$ cat src/rtl/lsu.sv
// Load/store initiator: turns one core byte/half/word/double access into one or two
// 8-byte-aligned memory beats, and realigns and extends load data on the way back.
module lsu (
    input  logic        clk,
    input  logic        rst,
    input  logic        req_valid,
    output logic        req_ready,
    input  logic        req_wen,
    input  logic [63:0] req_addr,
    input  logic [1:0]  req_size,
    input  logic        req_unsigned,
    input  logic [63:0] req_wdata,
    output logic        resp_valid,
    output logic [63:0] resp_rdata,
    output logic        mem_valid,
    input  logic        mem_ready,
    output logic        mem_wen,
    output logic [63:0] mem_addr,
    output logic [63:0] mem_wdata,
    output logic [7:0]  mem_wmask,
    input  logic        mem_rvalid,
    input  logic [63:0] mem_rdata
);

    typedef enum logic [2:0] {
        StIdle,
        StReq0,
        StWait0,
        StReq1,
        StWait1,
        StResp
    } state_e;

    state_e        state_q, state_d;
    logic [60:0]   base_q, base_d;
    logic [2:0]    off_q, off_d;
    logic [1:0]    size_q, size_d;
    logic          uns_q, uns_d;
    logic          wen_q, wen_d;
    logic          split_q, split_d;
    logic [127:0]  wdata_sh_q, wdata_sh_d;
    logic [15:0]   wmask_sh_q, wmask_sh_d;
    logic [63:0]   lo_q, lo_d;
    logic [63:0]   hi_q, hi_d;

    logic [3:0]    req_bytes;
    logic          req_split;
    logic [7:0]    req_mask;
    logic [63:0]   hi_eff;
    logic [63:0]   ld_raw;
    logic [63:0]   ld_ext;

    assign req_ready = (state_q == StIdle) && !rst;

    assign req_bytes = 4'd1 << req_size;
    assign req_split = ({1'b0, req_addr[2:0]} + req_bytes) > 4'd8;

    always_comb begin
        req_mask = 8'h00;
        unique case (req_size)
            2'd0: req_mask = 8'h01;
            2'd1: req_mask = 8'h03;
            2'd2: req_mask = 8'h0F;
            2'd3: req_mask = 8'hFF;
        endcase
    end

    always_comb begin
        state_d    = state_q;
        base_d     = base_q;
        off_d      = off_q;
        size_d     = size_q;
        uns_d      = uns_q;
        wen_d      = wen_q;
        split_d    = split_q;
        wdata_sh_d = wdata_sh_q;
        wmask_sh_d = wmask_sh_q;
        lo_d       = lo_q;
        hi_d       = hi_q;
        case (state_q)
            StIdle: begin
                if (req_valid && req_ready) begin
                    base_d     = req_addr[63:3];
                    off_d      = req_addr[2:0];
                    size_d     = req_size;
                    uns_d      = req_unsigned;
                    wen_d      = req_wen;
                    split_d    = req_split;
                    // 128-bit shifted views: low half feeds beat 0, high half beat 1
                    wdata_sh_d = {64'd0, req_wdata} << {req_addr[2:0], 3'b000};
                    wmask_sh_d = req_wen ? ({8'd0, req_mask} << req_addr[2:0]) : 16'd0;
                    lo_d       = '0;
                    hi_d       = '0;
                    state_d    = StReq0;
                end
            end
            StReq0: begin
                if (mem_ready) state_d = StWait0;
            end
            StWait0: begin
                if (mem_rvalid) begin
                    lo_d    = mem_rdata;
                    state_d = split_q ? StReq1 : StResp;
                end
            end
            StReq1: begin
                if (mem_ready) state_d = StWait1;
            end
            StWait1: begin
                if (mem_rvalid) begin
                    hi_d    = mem_rdata;
                    state_d = StResp;
                end
            end
            StResp: begin
                state_d = StIdle;
            end
            default: begin
                state_d = StIdle;
            end
        endcase
    end

    always_ff @(posedge clk or posedge rst) begin
        if (rst) begin
            state_q    <= StIdle;
            base_q     <= '0;
            off_q      <= '0;
            size_q     <= '0;
            uns_q      <= 1'b0;
            wen_q      <= 1'b0;
            split_q    <= 1'b0;
            wdata_sh_q <= '0;
            wmask_sh_q <= '0;
            lo_q       <= '0;
            hi_q       <= '0;
        end else begin
            state_q    <= state_d;
            base_q     <= base_d;
            off_q      <= off_d;
            size_q     <= size_d;
            uns_q      <= uns_d;
            wen_q      <= wen_d;
            split_q    <= split_d;
            wdata_sh_q <= wdata_sh_d;
            wmask_sh_q <= wmask_sh_d;
            lo_q       <= lo_d;
            hi_q       <= hi_d;
        end
    end

    // Memory side is decoded from state so reset clears it without waiting for a clock.
    always_comb begin
        mem_valid = 1'b0;
        mem_wen   = 1'b0;
        mem_addr  = '0;
        mem_wdata = '0;
        mem_wmask = '0;
        case (state_q)
            StReq0: begin
                mem_valid = 1'b1;
                mem_wen   = wen_q;
                mem_addr  = {base_q, 3'b000};
                mem_wdata = wdata_sh_q[63:0];
                mem_wmask = wmask_sh_q[7:0];
            end
            StReq1: begin
                mem_valid = 1'b1;
                mem_wen   = wen_q;
                mem_addr  = {base_q + 61'd1, 3'b000};
                mem_wdata = wdata_sh_q[127:64];
                mem_wmask = wmask_sh_q[15:8];
            end
            default: begin
            end
        endcase
    end

    assign hi_eff = split_q ? hi_q : 64'd0;
    assign ld_raw = 64'({hi_eff, lo_q} >> {off_q, 3'b000});

    always_comb begin
        ld_ext = '0;
        unique case (size_q)
            2'd0: ld_ext = uns_q ? {56'd0, ld_raw[7:0]}  : {{56{ld_raw[7]}}, ld_raw[7:0]};
            2'd1: ld_ext = uns_q ? {48'd0, ld_raw[15:0]} : {{48{ld_raw[15]}}, ld_raw[15:0]};
            2'd2: ld_ext = uns_q ? {32'd0, ld_raw[31:0]} : {{32{ld_raw[31]}}, ld_raw[31:0]};
            2'd3: ld_ext = ld_raw;
        endcase
    end

    assign resp_valid = (state_q == StResp);
    assign resp_rdata = (resp_valid && !wen_q) ? ld_ext : 64'd0;

endmodule

$ cat config.mk
export PLATFORM = sky130hd
export DESIGN_NAME = lsu
export DESIGN_NICKNAME = d
export VERILOG_FILES = /design/src/rtl/lsu.sv
export SDC_FILE = /design/constraint.sdc
export NUM_CORES = 1
export LEC_CHECK = 0
export ABC_AREA = 1
export CAP_MARGIN = 15
export CELL_PAD_IN_SITES_DETAIL_PLACEMENT = 2
export CELL_PAD_IN_SITES_GLOBAL_PLACEMENT = 2
export CORE_MARGIN = 4
export CORE_UTILIZATION = 26
export CTS_CLUSTER_SIZE = 14
export DETAILED_ROUTE_END_ITERATION = 7
export PLACE_DENSITY = 0.87
export SYNTH_ARGS = -nofsm -noshare
export SYNTH_HDL_FRONTEND = slang
export SYNTH_SLANG_ARGS = --single-unit
$ cat constraint.sdc
create_clock -name clk -period 11.4 [get_ports clk]
set_input_delay 2.28 -clock clk [delete_from_list [all_inputs] [get_ports clk]]
set_output_delay 2.28 -clock clk [all_outputs]
set_load 0.05 [all_outputs]
# Yosys cells after proc, flatten, opt, wreduce, memory -nomap -nowiden
# Index checks and enable logic that the tools add are counted.
# classes
n_eq_ne,16
n_reduce_logical,15
order_cmp,1
addsub,2
shift,4
n_mux,24
# op_table
op,n
64-bit case mux with 2 select lines,4
64-bit two-way mux,7
64-bit case mux with 4 select lines,1
64-bit by 6-bit << shifter with 128-bit output,1
128-bit by 6-bit right shift with 64-bit output,1
61-bit by 1-bit adder with 61-bit output (second input constant),1
8-bit case mux with 4 select lines,1
3-bit two-way mux,6
16-bit two-way mux,1
8-bit case mux with 2 select lines,1
8-bit by 3-bit << shifter with 16-bit output,1
3-bit case mux with 5 select lines,1
2-bit equality test (second input constant),4
2-bit inequality test (second input constant),4
3-bit by 2-bit equality test with 1-bit output (second input constant),2
3-bit equality test (second input constant),2
3-bit AND reduction,2
5-bit AND reduction,1
3-bit by 4-bit adder with 4-bit output,1
2-bit by 1-bit equality test with 1-bit output (second input constant),2
4-bit > comparator (second input constant),1
2-bit zero test,2
2-bit nonzero test,2
1-bit by 2-bit << shifter with 4-bit output (first input constant),1
8 further kinds,12
# word_totals
elab_cells,73
regBits,344
output_inout_bits,204

# Depth between registers and ports, before layout
# Gate-level depths: netlist of the first run.
# logic_depth
depth_word,5
mapped_depth,13
ltp_nobuf,11

# Worst setup path before layout of the first run
# Ideal clock, no wire load.
# synth_path
path_kind,input port to output port
from,input rst
to,output req_ready
n_path_buf,0
t_arrival_ps,2962
cell_stages,1
setup_slack_ps,6158
cell_sequence,nor2_1
# synth_via
elab_chain_cells,2
# synth_rtl
item,line,source
"start, declared",5,"input logic rst,"
1-bit zero test (no line),--,
1-bit logical AND,53,assign req_ready = (state_q == StIdle) && !rst;
"end, declared",7,"output logic req_ready,"
# No other way between the ends.

# Worst setup path after layout of the first run
# layout_path
from,register off_q[0]
to,output resp_rdata[22]
# layout_via
elab_chain_cells,4
elab_cells_between_ends,6
cone_classes,1 x shift; 5 x mux
# layout_rtl
item,line,source
"start, declared",36,"logic [2:0] off_q, off_d;"
"start signal, assigned",128,off_q <= '0;
"start signal, assigned",140,off_q <= off_d;
128-bit by 6-bit right shift with 64-bit output (*),180,"assign ld_raw = 64'({hi_eff, lo_q} >> {off_q, 3'b000});"
"64-bit two-way mux, on equally long branches","187, 185, 186",
64-bit case mux with 4 select lines (*),184,unique case (size_q)
64-bit two-way mux (*),193,assign resp_rdata = (resp_valid && !wen_q) ? ld_ext : 64'd0;
"end, declared",14,"output logic [63:0] resp_rdata,"
# Mark *: on every way between the ends. The rest lies on a longest branch, timed or not.

==> results.tsv, run 1 <==
stage	metric	value	unit
grt	via_count_of_the_first_global_routing_pass	27179	
power_and_ir_drop	internal_power	3.83	mW
placed_design	finalWeightedCongestion	0.914	
placed_design	dp_hpwl	85.4	mm
critical_path	worst-r2r-setup-slack	7.00	ns
cts	clock_tree.buffer_depth	3	
critical_path	worstSetupPathType	register to output port	
power_and_ir_drop	share_seq_of_total_power	26.6	%
power_and_ir_drop	p_comb_share	54.0	%
yosys	postSynth.asyncResetShare	100	%
timing	final_hold_viol_count	0	
timing	fin_worst_skew	0.0291	ns
cells_and_area	syn2layout_area_growth	29.8	%
job	maxCapViolCount	0	
power_and_ir_drop	vdd_drop_max	0.191	mV
timing	min_period_over_period	60.3	%
critical_path	crit_path_top_delay_cell	dfrtp_4	
power_and_ir_drop	cellPowerDensity	288	nW/um2
yosys	synth-main-ff-cell	dfrtp_1	
grt	largest_net_degree_at_the_start_of_global_routing	153	
placed_design	io_buffer_count	401	
cts	cts_resized	0	
min_path	holdCritPathClass	register to register	
timing	tightestPinTransition	1.07	ns
critical_path	timing.critical_path.mode_cell	nand2_1	
yosys	yosysSeqAreaShare	38.0	%
yosys	ys_warn_count	0	
timing	slew-limit-headroom	28.9	%
cells_and_area	layout_common_cells	nand2_1 (1107), nand3_1 (452), o21ai_0 (406)	
cts	ctsRootBufferMaster	clkbuf_16	
cts	cts-htree-levels	2	
power_and_ir_drop	clkPwrFrac	19.4	%
placed_design	numPlacedInstances	4598	
floorplan	floorplan.io_pins	405	
timing	setup_viol	0	
routing	route.detailed.drc	0	
cts	clock_latency	0.59	ns
cts	cts_sinks	327	
cells_and_area	final_net_count	3782	
routing	route.vias.total	25533	
critical_path	cpPeakStageDelay	0.85	ns
floorplan	die-height	296	um
cells_and_area	layout_commonest_cell	nand2_1	
grt	grt_first_pass_wirelength	174	mm
timing	hold-worst-slack	0.501	ns
power_and_ir_drop	total_power	8.05	mW
floorplan	std_cell_rows	105	
yosys	post_synthesis_cells	3320	
timing	top_achievable_clock_speed	0.145	GHz
floorplan	core_area	82000	um2
floorplan	floorplan.die_area	87400	um2
routing	viasPerCell	5.45	
power_and_ir_drop	sw_frac_of_total	52.4	%
outcome	run_status	finished clean	
power_and_ir_drop	power_leakage	12.6	nW
cts	number_of_clock_buffers_inserted_by_tritoncts	45	
routing	detailedRoute.firstPassIterationCount	7	
critical_path	worstPathRequired	9.12	ns
routing	wire_per_inst	25.1	um
timing	final.setup.tns	0	ns
cts	hold_buffers	0	
critical_path	worst_setup_path_start_kind	register	
cells_and_area	multiInputGateArea	11200	um2
yosys	synth.distinct_cells	38	
yosys	syn_avg_cell_area	6.48	um2
floorplan	start_util	26.2	%
critical_path	crit_chain	buf_4, nand2_1, o21ai_0, inv_1, nand2_1, nand3_1, nand2_1, nand3_2, nand2_1, buf_4, nand2_1, inv_1, clkdlybuf4s50_1	
cts	tritoncts	done	
cells_and_area	final_layout_size_suffix_gt1_share	3.88	%
cells_and_area	regArea	8190	um2
cts	worst_setup_hold_path_clk_slew	0.06	ns
grt	globalRouteTotalUtil	26.1	%
floorplan	die_w	296	um
timing	slew_viol_final	0	
yosys	synth-edff-count	0	
timing	rsz_0062_raised_after_global_routing	no	
timing	final.min_clock_period	6.88	ns
critical_path	cp-end-kind	output port	
routing	routed_wl	118	mm
yosys	netlist_area	21500	um2
yosys	postSynthRegisterBits	327	
routing	postRouteAntennaNets	0	
cts	post-cts-setup-buffer-count	0	
grt	grt-ovfl-total	0	
power_and_ir_drop	p_switching	4.21	mW
critical_path	worst-path-max-fanout	71	
cells_and_area	instances_no_fill	4684	
cells_and_area	fill_cells	9822	
grt	grt_antenna_before_repair	16	
cells_and_area	layout.core_utilization	34.0	%
routing	drt_iter0_drc	1752	
critical_path	arrival	4.60	ns
-- state kept, by name, indices dropped and copies added, names as in the netlist --
signal	count
lo_q	64
wmask_sh_q	15
uns_q	1
size_q	2
hi_q	56
split_q	1
state_q	3
wen_q	1
off_q	3
wdata_sh_q	120
base_q	61
-- critical path, delay by kind of cell (launching register included) --
family,cells,cell delay [ns]
flops,1,0.85
buf+inv,5,2.09
simple gates,7,0.89
compound gates,1,0.14
-- per-layer routing --
metal / GRT usage (%) / up-vias / routed length, um
li1: - / 11397 / -
met1: 32.3 / 12993 / 48700
met2: 44.3 / 872 / 55900
met3: 4.53 / 255 / 6490
met4: 12.3 / 16 / 6360
met5: 0 / - / 106
-- final timing paths --
| kind | startpoint | end | depth (start not counted) |
|---|---|---|---|
| max in group asynchronous | rst | off_q[0]$_DFFE_PP0P_ | 3 |
| min in group asynchronous | rst | wdata_sh_q[22]$_DFFE_PP0P_ | 2 |
| setup / recovery | off_q[0]$_DFFE_PP0P_ | resp_rdata[22] | 13 |
| setup reg to reg | state_q[1]$_DFFE_PP0P_ | hi_q[30]$_DFFE_PP0P_ | 11 |
| hold reg to reg | wdata_sh_q[56]$_DFFE_PP0P_ | wdata_sh_q[56]$_DFFE_PP0P_ | 2 |
| hold / removal | wdata_sh_q[56]$_DFFE_PP0P_ | wdata_sh_q[56]$_DFFE_PP0P_ | 2 |
-- cells by family (layout without fill, tap and decap cells) --
kind of cell               after synthesis  after routing  synth area share [%]
DFF                                    327            327                  38.0
AOI/OAI and AO/OA                      640            640                  16.7
muxes                                    2              2                0.0931
buffers and inverters                  556            843                  10.0
adders and majority gates                5              5                 0.326
and+or+nand+nor                       1772           1772                  34.1
xor gates and xnor gates                17             17                 0.692
other                                    1              8                0.0174
-- power by group through the flow --
stage	logic, mW	registers, mW	clock network (mW)
2_1_floorplan	2.82	1.89	0
3_3_place_gp	4.16	2.11	0
3_5_place_dp	4.28	2.13	0
4_1_cts	4.31	2.13	1.59
5_1_grt	4.67	2.19	1.63
6_report	4.35	2.14	1.56
-- synthesized netlist by cell type (10+ instances only) --
library cell	count	share of area [%]
inv_1	321	5.6
o21ai_0	406	9.4
nand2_1	1111	19
nor3_1	10	0.23
xor2_1	16	0.65
dfrtp_1	327	38
o211ai_1	19	0.66
nor2_1	167	2.9
nand4_1	24	0.70
o221ai_1	56	2.3
buf_1	13	0.23
a21oi_1	52	1.2
nand3_1	452	11
o22ai_1	94	2.7
clkbuf_1	174	3.0
buf_2	35	0.81
-- per-stage QoR --
| stage | area (um2) | worst slack [ns] |
|---|---|---|
| after floorplan | 21500 | 0.0653 |
| after global placement | 26300 | 5.15 |
| after detailed placement | 26300 | 5.01 |
| after CTS | 27900 | 4.35 |
| after global routing | 27900 | 4.23 |
| final | 27900 | 4.52 |
-- layout make-up --
| cell class | count | share of cell area [%] |
|---|---|---|
| timing repair buffer | 436 | 15.4 |
| tap | 1070 | 4.80 |
| clock buffer | 60 | 4.57 |
| clock inverter | 20 | 1.13 |
| multi-input combinational | 2439 | 40.3 |
| antenna | 5 | 0.0448 |
| inverter | 327 | 4.42 |
| sequential | 327 | 29.3 |
No activity file was read; power rests on OpenSTA's default activity.
==> run 2, diff against run 1 <==
==> constraint.sdc (replaced) <==
create_clock -name clk -period 6.19 [get_ports clk]
set_input_delay 1.238 -clock clk [delete_from_list [all_inputs] [get_ports clk]]
set_output_delay 1.238 -clock clk [all_outputs]
set_load 0.05 [all_outputs]
==> results.tsv, run 2 (synthesis results as in run 1) <==
stage	metric	value	unit	change
routing	drt_iter0_drc	1715		-2.1%
placed_design	io_buffer_count	401		unchanged
min_path	holdCritPathClass	register to register		
timing	post-route-worst-setup-slack	0.650	ns	-3.87 ns
power_and_ir_drop	cellPowerDensity	522	nW/um2	+81%
cells_and_area	syn2layout_area_growth	29.2	%	
critical_path	arrival	4.30	ns	-0.30 ns
critical_path	worst_setup_path_start_kind	register		
placed_design	dp_hpwl	85.1	mm	-0.38%
floorplan	core_area	82000	um2	unchanged
power_and_ir_drop	sw_frac_of_total	53.4	%	+1.0 points
cts	hold_buffers	0		unchanged
routing	route.vias.total	25498		-0.14%
timing	top_achievable_clock_speed	0.181	GHz	
timing	final.min_clock_period	5.54	ns	
timing	slew_viol_final	0		unchanged
cells_and_area	final_net_count	3788		+0.16%
cts	post-cts-setup-buffer-count	0		unchanged
cells_and_area	largest_reg_by_ff_count	wdata_sh_q		
critical_path	worstPathRequired	4.95	ns	-4.17 ns
power_and_ir_drop	share_seq_of_total_power	27.1	%	+0.5 points
min_path	worst_hold_path.num_cells	2		unchanged
timing	hold-worst-slack	0.498	ns	-0.00246 ns
critical_path	worst-path-max-fanout	52		-27%
cts	clock_tree.buffer_depth	3		unchanged
floorplan	die_w	296	um	unchanged
power_and_ir_drop	vdd_drop_max	0.281	mV	+47%
grt	largest_net_degree_at_the_start_of_global_routing	143		-6.5%
power_and_ir_drop	total_power	14.5	mW	+80%
timing	tightestPinTransition	1.07	ns	+0.00823 ns
routing	postRouteAntennaNets	0		unchanged
grt	via_count_of_the_first_global_routing_pass	27283		+0.38%
routing	detailedRoute.firstPassIterationCount	6		-1
routing	viasPerCell	5.44		-0.18%
cts	cts-htree-levels	2		unchanged
floorplan	std_cell_rows	105		unchanged
critical_path	ff2ff_path_depth	9		-2
power_and_ir_drop	power_leakage	12.6	nW	-0.39%
timing	final.setup.tns	0	ns	unchanged
cts	cts_resized	0		unchanged
timing	fin_worst_skew	0.0285	ns	-0.000631 ns
routing	routed_wl	116	mm	-1.5%
cts	cts_sinks	327		unchanged
timing	rsz_0062_raised_after_global_routing	no		
power_and_ir_drop	p_comb_share	55.5	%	+1.5 points
grt	grt-ovfl-total	0		unchanged
power_and_ir_drop	clkPwrFrac	17.4	%	-2.0 points
cells_and_area	registers_with_the_highest_flip_flop_counts	wdata_sh_q: 120 flops, lo_q: 64 flops, base_q: 61 flops		
cts	ctsRootBufferMaster	clkbuf_16		
critical_path	worstSetupPathType	register to output port		
timing	min_period_over_period	89.5	%	
outcome	run_status	finished clean		
routing	route.detailed.drc	0		unchanged
timing	slew-limit-headroom	28.4	%	-0.47 points
floorplan	start_util	26.2	%	unchanged
timing	final_hold_viol_count	0		unchanged
power_and_ir_drop	p_switching	7.74	mW	+84%
floorplan	die-height	296	um	unchanged
grt	grt_antenna_before_repair	9		-7
cells_and_area	layout_commonest_cell	nand2_1		
cells_and_area	largest_register_ffs	120		unchanged
placed_design	finalWeightedCongestion	0.924		+1.1%
cts	tritoncts	done		
timing	setup_viol	0		unchanged
floorplan	floorplan.io_pins	405		unchanged
grt	grt_first_pass_wirelength	173	mm	-0.77%
placed_design	place_worst_setup_slack	1.22	ns	-3.79 ns
cts	clock_latency	0.61	ns	+0.02 ns
cells_and_area	fill_cells	9786		-0.37%
cts	number_of_clock_buffers_inserted_by_tritoncts	42		-6.7%
routing	wire_per_inst	24.7	um	-1.5%
cells_and_area	layout_common_cells	nand2_1 (1107), nand3_1 (452), o21ai_0 (406)		
critical_path	cp-end-kind	output port		
job	maxCapViolCount	0		unchanged
grt	globalRouteTotalUtil	25.8	%	-0.29 points
floorplan	floorplan.die_area	87400	um2	unchanged
power_and_ir_drop	internal_power	6.76	mW	+76%
cells_and_area	final_layout_size_suffix_gt1_share	4.04	%	+0.16 points
cells_and_area	layout.core_utilization	33.9	%	-0.15 points
cts	worst_setup_hold_path_clk_slew	0.06	ns	about the same
[run 2: critical path, cell delays in order, from the launching register on]
cell,delay (ns)
dfrtp_4,0.75
buf_4,0.54
nand2_1,0.09
o21ai_0,0.13
inv_1,0.07
nand2_1,0.09
nand3_1,0.10
nand2_1,0.17
nand3_2,0.19
nand2_1,0.11
buf_4,0.43
nand2_1,0.13
inv_1,0.07
clkdlybuf4s50_1,0.80
[run 2: area by class of cell]
class                   instances  area (um2)  share of cell area [%]
inverters                     327        1230                    4.43
repair buffers                445        4400                    15.8
multi-input cells            2439       11200                    40.4
flip-flops and latches        327        8190                    29.5
diodes                          3        7.51                  0.0270
well taps                    1070        1340                    4.82
clock inverters                18         171                   0.617
clock buffers                  57        1210                    4.35
[run 2: routing by layer]
layer	vias to the layer above	track usage (%)	wire (um)	share of wire, %
met2	843	44.9	56500	49
met4	16	11.9	6050	5.2
met1	12968	31.3	46900	40
li1	11416	-	-	-
met5	-	0	106	0.091
met3	255	4.23	6350	5.5
[run 2: stage by stage]
step / area (um2) / std cells
after floorplan: 21500 / 3322
after global placement: 26400 / 4607
after detailed placement: 26400 / 4607
after CTS: 27800 / 4682
after global routing: 27800 / 4683
final: 27800 / 4686
[run 2: final timing paths]
kind / to / slack (ns) / from
max reg2reg: lo_q[8]$_DFFE_PP0P_ / 2.76 / state_q[1]$_DFFE_PP0P_
min in group asynchronous: wdata_sh_q[23]$_DFFE_PP0P_ / 1.17 / rst
max: resp_rdata[35] / 0.65 / off_q[0]$_DFFE_PP0P_
min reg2reg: wdata_sh_q[45]$_DFFE_PP0P_ / 0.50 / wdata_sh_q[45]$_DFFE_PP0P_
max in group asynchronous: off_q[0]$_DFFE_PP0P_ / 3.71 / rst
min: wdata_sh_q[45]$_DFFE_PP0P_ / 0.50 / wdata_sh_q[45]$_DFFE_PP0P_
[run 2: power by group through the flow]
| stage | combinational, mW | sequential (mW) | clock (mW) |
|---|---|---|---|
| after CTS | 8.00 | 3.90 | 2.58 |
| after global placement | 7.67 | 3.86 | 0 |
| after global routing | 8.68 | 4.02 | 2.66 |
| final | 8.05 | 3.92 | 2.53 |
| after detailed placement | 7.91 | 3.92 | 0 |
| after floorplan | 5.19 | 3.49 | 0 |
==> patch, RTL diff (flow settings as in run 1) <==
Encoding of `state_e`: now one-hot (6 bits for 6 states).
--- a/src/rtl/lsu.sv
+++ b/src/rtl/lsu.sv
@@ -22,13 +22,13 @@
     input  logic [63:0] mem_rdata
 );
 
-    typedef enum logic [2:0] {
-        StIdle,
-        StReq0,
-        StWait0,
-        StReq1,
-        StWait1,
-        StResp
+    typedef enum logic [5:0] {
+        StIdle  = 6'b000001,
+        StReq0  = 6'b000010,
+        StWait0 = 6'b000100,
+        StReq1  = 6'b001000,
+        StWait1 = 6'b010000,
+        StResp  = 6'b100000
     } state_e;
 
     state_e        state_q, state_d;
Behaviour: same outputs for any inputs over 4 cycles, from zero or initial values and one cycle with rst high; so few cycles prove little.
==> patch against run 1 <==
  * Sequential cell count grew 3
  * Sequential power is 14% lower
  * Register-to-register slack better by 0.73 ns
  * Worst setup slack got worse by 0.58 ns
  * Count of clock-buffer cells in the layout increased by 4
  * Power down 25%
  * Utilization down 0.81 points
  * Maximum frequency fell by 7.7%
  * Synthesized area is 6.5% higher
  * Design area increased by 3.6%
  * Critical path depth is 2 lower
  * Routed wire length down 1.6%
  * Critical endpoint is now resp_rdata[60]
  * Largest cell class unchanged
  * Largest power group unchanged
==> patch: results (changes against run 1) <==
Max IR drop VDD - 0.167 mV (was 0.191 mV)
placed instance area - 0.0274 mm2 (was 0.0263 mm2)
WHS Path Cells - 2 (unchanged)
Worst path slowest cell - nand3_1 (was dfrtp_4)
first-pass GRT wire length - 174 mm (about the same)
vias in the first global route - 27524 (was 27179)
Main synth FF type - dfrtp_1 (unchanged)
top post-synthesis cells by count - nand2_1 (1380), dfrtp_1 (329), nand3_1 (314), o21ai_0 (285), inv_1 (276) (was nand2_1 (1111), nand3_1 (452), o21ai_0 (406), dfrtp_1 (327), inv_1 (321))
remaining antenna violation count after routing - 0 (unchanged)
met3 GRT Util - 0.0405 (was 0.0453)
CTS root buf - clkbuf_16 (unchanged)
drt pass-1 iters - 5 (was 7)
GPL Wtd Cong - 0.927 (was 0.914)
Lkg Pwr - 12.5 nW (was 12.6 nW)
port bufs - 401 (unchanged)
sequential area share after synthesis - 0.361 (was 0.380)
status - completed (unchanged)
grt met1 use - 0.296 (was 0.323)
Worst slew margin - 0.195 (was 0.289)
max_cap viols - 0 (unchanged)
Clock power frac - 0.241 (was 0.194)
clk slew on worst S/H paths - 0.06 ns (about the same)
Worst path top cell family by delay - buffers and inverters (unchanged)
leading post-synthesis cells by cell area - dfrtp_1 (36%), nand2_1 (23%), nand3_1 (6.9%) (was dfrtp_1 (38%), nand2_1 (19%), nand3_1 (11%))
Final Non-Filler Cells - 4941 (was 4684)
post-CTS setup-driven buffer insertion count - 0 (unchanged)
Worst Reg2Reg Path Length in Cells - 8 (was 11)
routed vias - 25655 (was 25533)
CP peak stage delay - 0.84 ns
layout cell share with drive strength beyond 1 - 0.0688 (was 0.0388)
clock skew - 0.0227 ns (was 0.0291 ns)
WL/cell - 23.4 um (was 25.1 um)
total track usage - 0.240 (was 0.261)
WP data arrival - 5.18 ns (was 4.60 ns)
Mapped Cells - 3505 (was 3320)
Net Switching - 0.00293 W (was 0.00421 W)
CTS Buf Count - 43 (was 45)
Detailed Place HPWL - 85.7 mm (was 85.4 mm)
nets - 3953 (was 3782)
Skew-Pair Late Insertion Delay - 0.58 ns
# resized after CTS - 0 (unchanged)
Synth cell types - 50 (was 38)
Slew Viols, Final - 0 (unchanged)
Post-synth ARST share - 1.00 (unchanged)
largest net degree at the start of global routing - 88 (was 153)
DRT iter0 DRCs - 1681 (was 1752)
met2 Use GR - 0.424 (was 0.443)
H-tree depth - 2 (unchanged)
maximum fanout along the worst path - 68 (was 71)
[patch: cell types whose count changed in the layout (fill, tap and decap cells not counted), sizes merged, moves of 8 or more]
cell,before,now
nor2,169,211
mux2i,2,17
a21oi,52,74
or2,1,13
o21a,0,8
nand2,1111,1390
nand3,453,320
o221ai,56,1
o22ai,94,82
xor2,16,2
o211ai,19,27
o31ai,1,35
inv,327,284
[patch: worst min-delay path: cells and delay by family (launching register included)]
family	cells	cell delay [ns]
AOI/OAI and AO/OA	1	0.05
DFF	1	0.34
and+or+nand+nor	1	0.07
[patch: cell type report]
type                       count  area [um2]
timing repair buffer         434        4270
sequential                   330        8270
multi-input combinational   2652       12300
inverter                     286        1080
fill                       10411       58100
clock buffer                  64        1280
tap                         1155        1450
clock inverter                14         220
antenna                        6        15.0
[patch: worst paths after layout]
| kind | endpoint | slack (ns) | startpoint |
|---|---|---|---|
| max | resp_rdata[60] | 3.94 | off_q[0] |
| min | hi_q[16] | 0.48 | hi_q[16] |
| max reg2reg | wdata_sh_q[63] | 7.73 | state_q[3] |
| min reg2reg | hi_q[16] | 0.48 | hi_q[16] |
| max in group asynchronous | hi_q[21] | 7.00 | rst |
| min in group asynchronous | wdata_sh_q[79] | 2.09 | rst |
[patch: metal layers]
metal / wire length, um / vias to the layer above / part of all wire
met5: 90 / - / 0.00078
met4: 4340 / 14 / 0.037
met3: 5970 / 192 / 0.052
met2: 57300 / 669 / 0.50
met1: 48000 / 12988 / 0.41
li1: - / 11792 / -
[patch: logic make-up after synthesis]
kind of cell | after synthesis | synth area share
compound gates | 661 | 0.173
xor+xnor | 2 | 0.000765
fa+ha+maj | 5 | 0.00306
buf+inv | 525 | 0.102
flops | 330 | 0.361
mux | 17 | 0.00743
other cells | 1 | 0.000164
simple gates | 1964 | 0.353
[patch: per-stage QoR]
stage / util / setup WS (ns) / power, W / hold WS, ns
after global placement: 0.315 / 4.67 / 0.00444 / 0.465
after detailed placement: 0.315 / 4.56 / 0.00456 / 0.470
after floorplan: - / 4.71 / 0.00377 / 0.452
final: 0.332 / 3.94 / 0.00607 / 0.482
after global routing: 0.332 / 3.48 / 0.00646 / 0.502
after CTS: 0.332 / 3.93 / 0.00608 / 0.484
[patch: power by group through the flow]
stage | clock, W | sequential (W) | combinational (W)
detailed placement | 0 | 0.00184 | 0.00272
floorplan | 0 | 0.00168 | 0.00209
CTS | 0.00150 | 0.00183 | 0.00276
global placement | 0 | 0.00181 | 0.00263
global route | 0.00155 | 0.00187 | 0.00303
finish | 0.00146 | 0.00183 | 0.00277
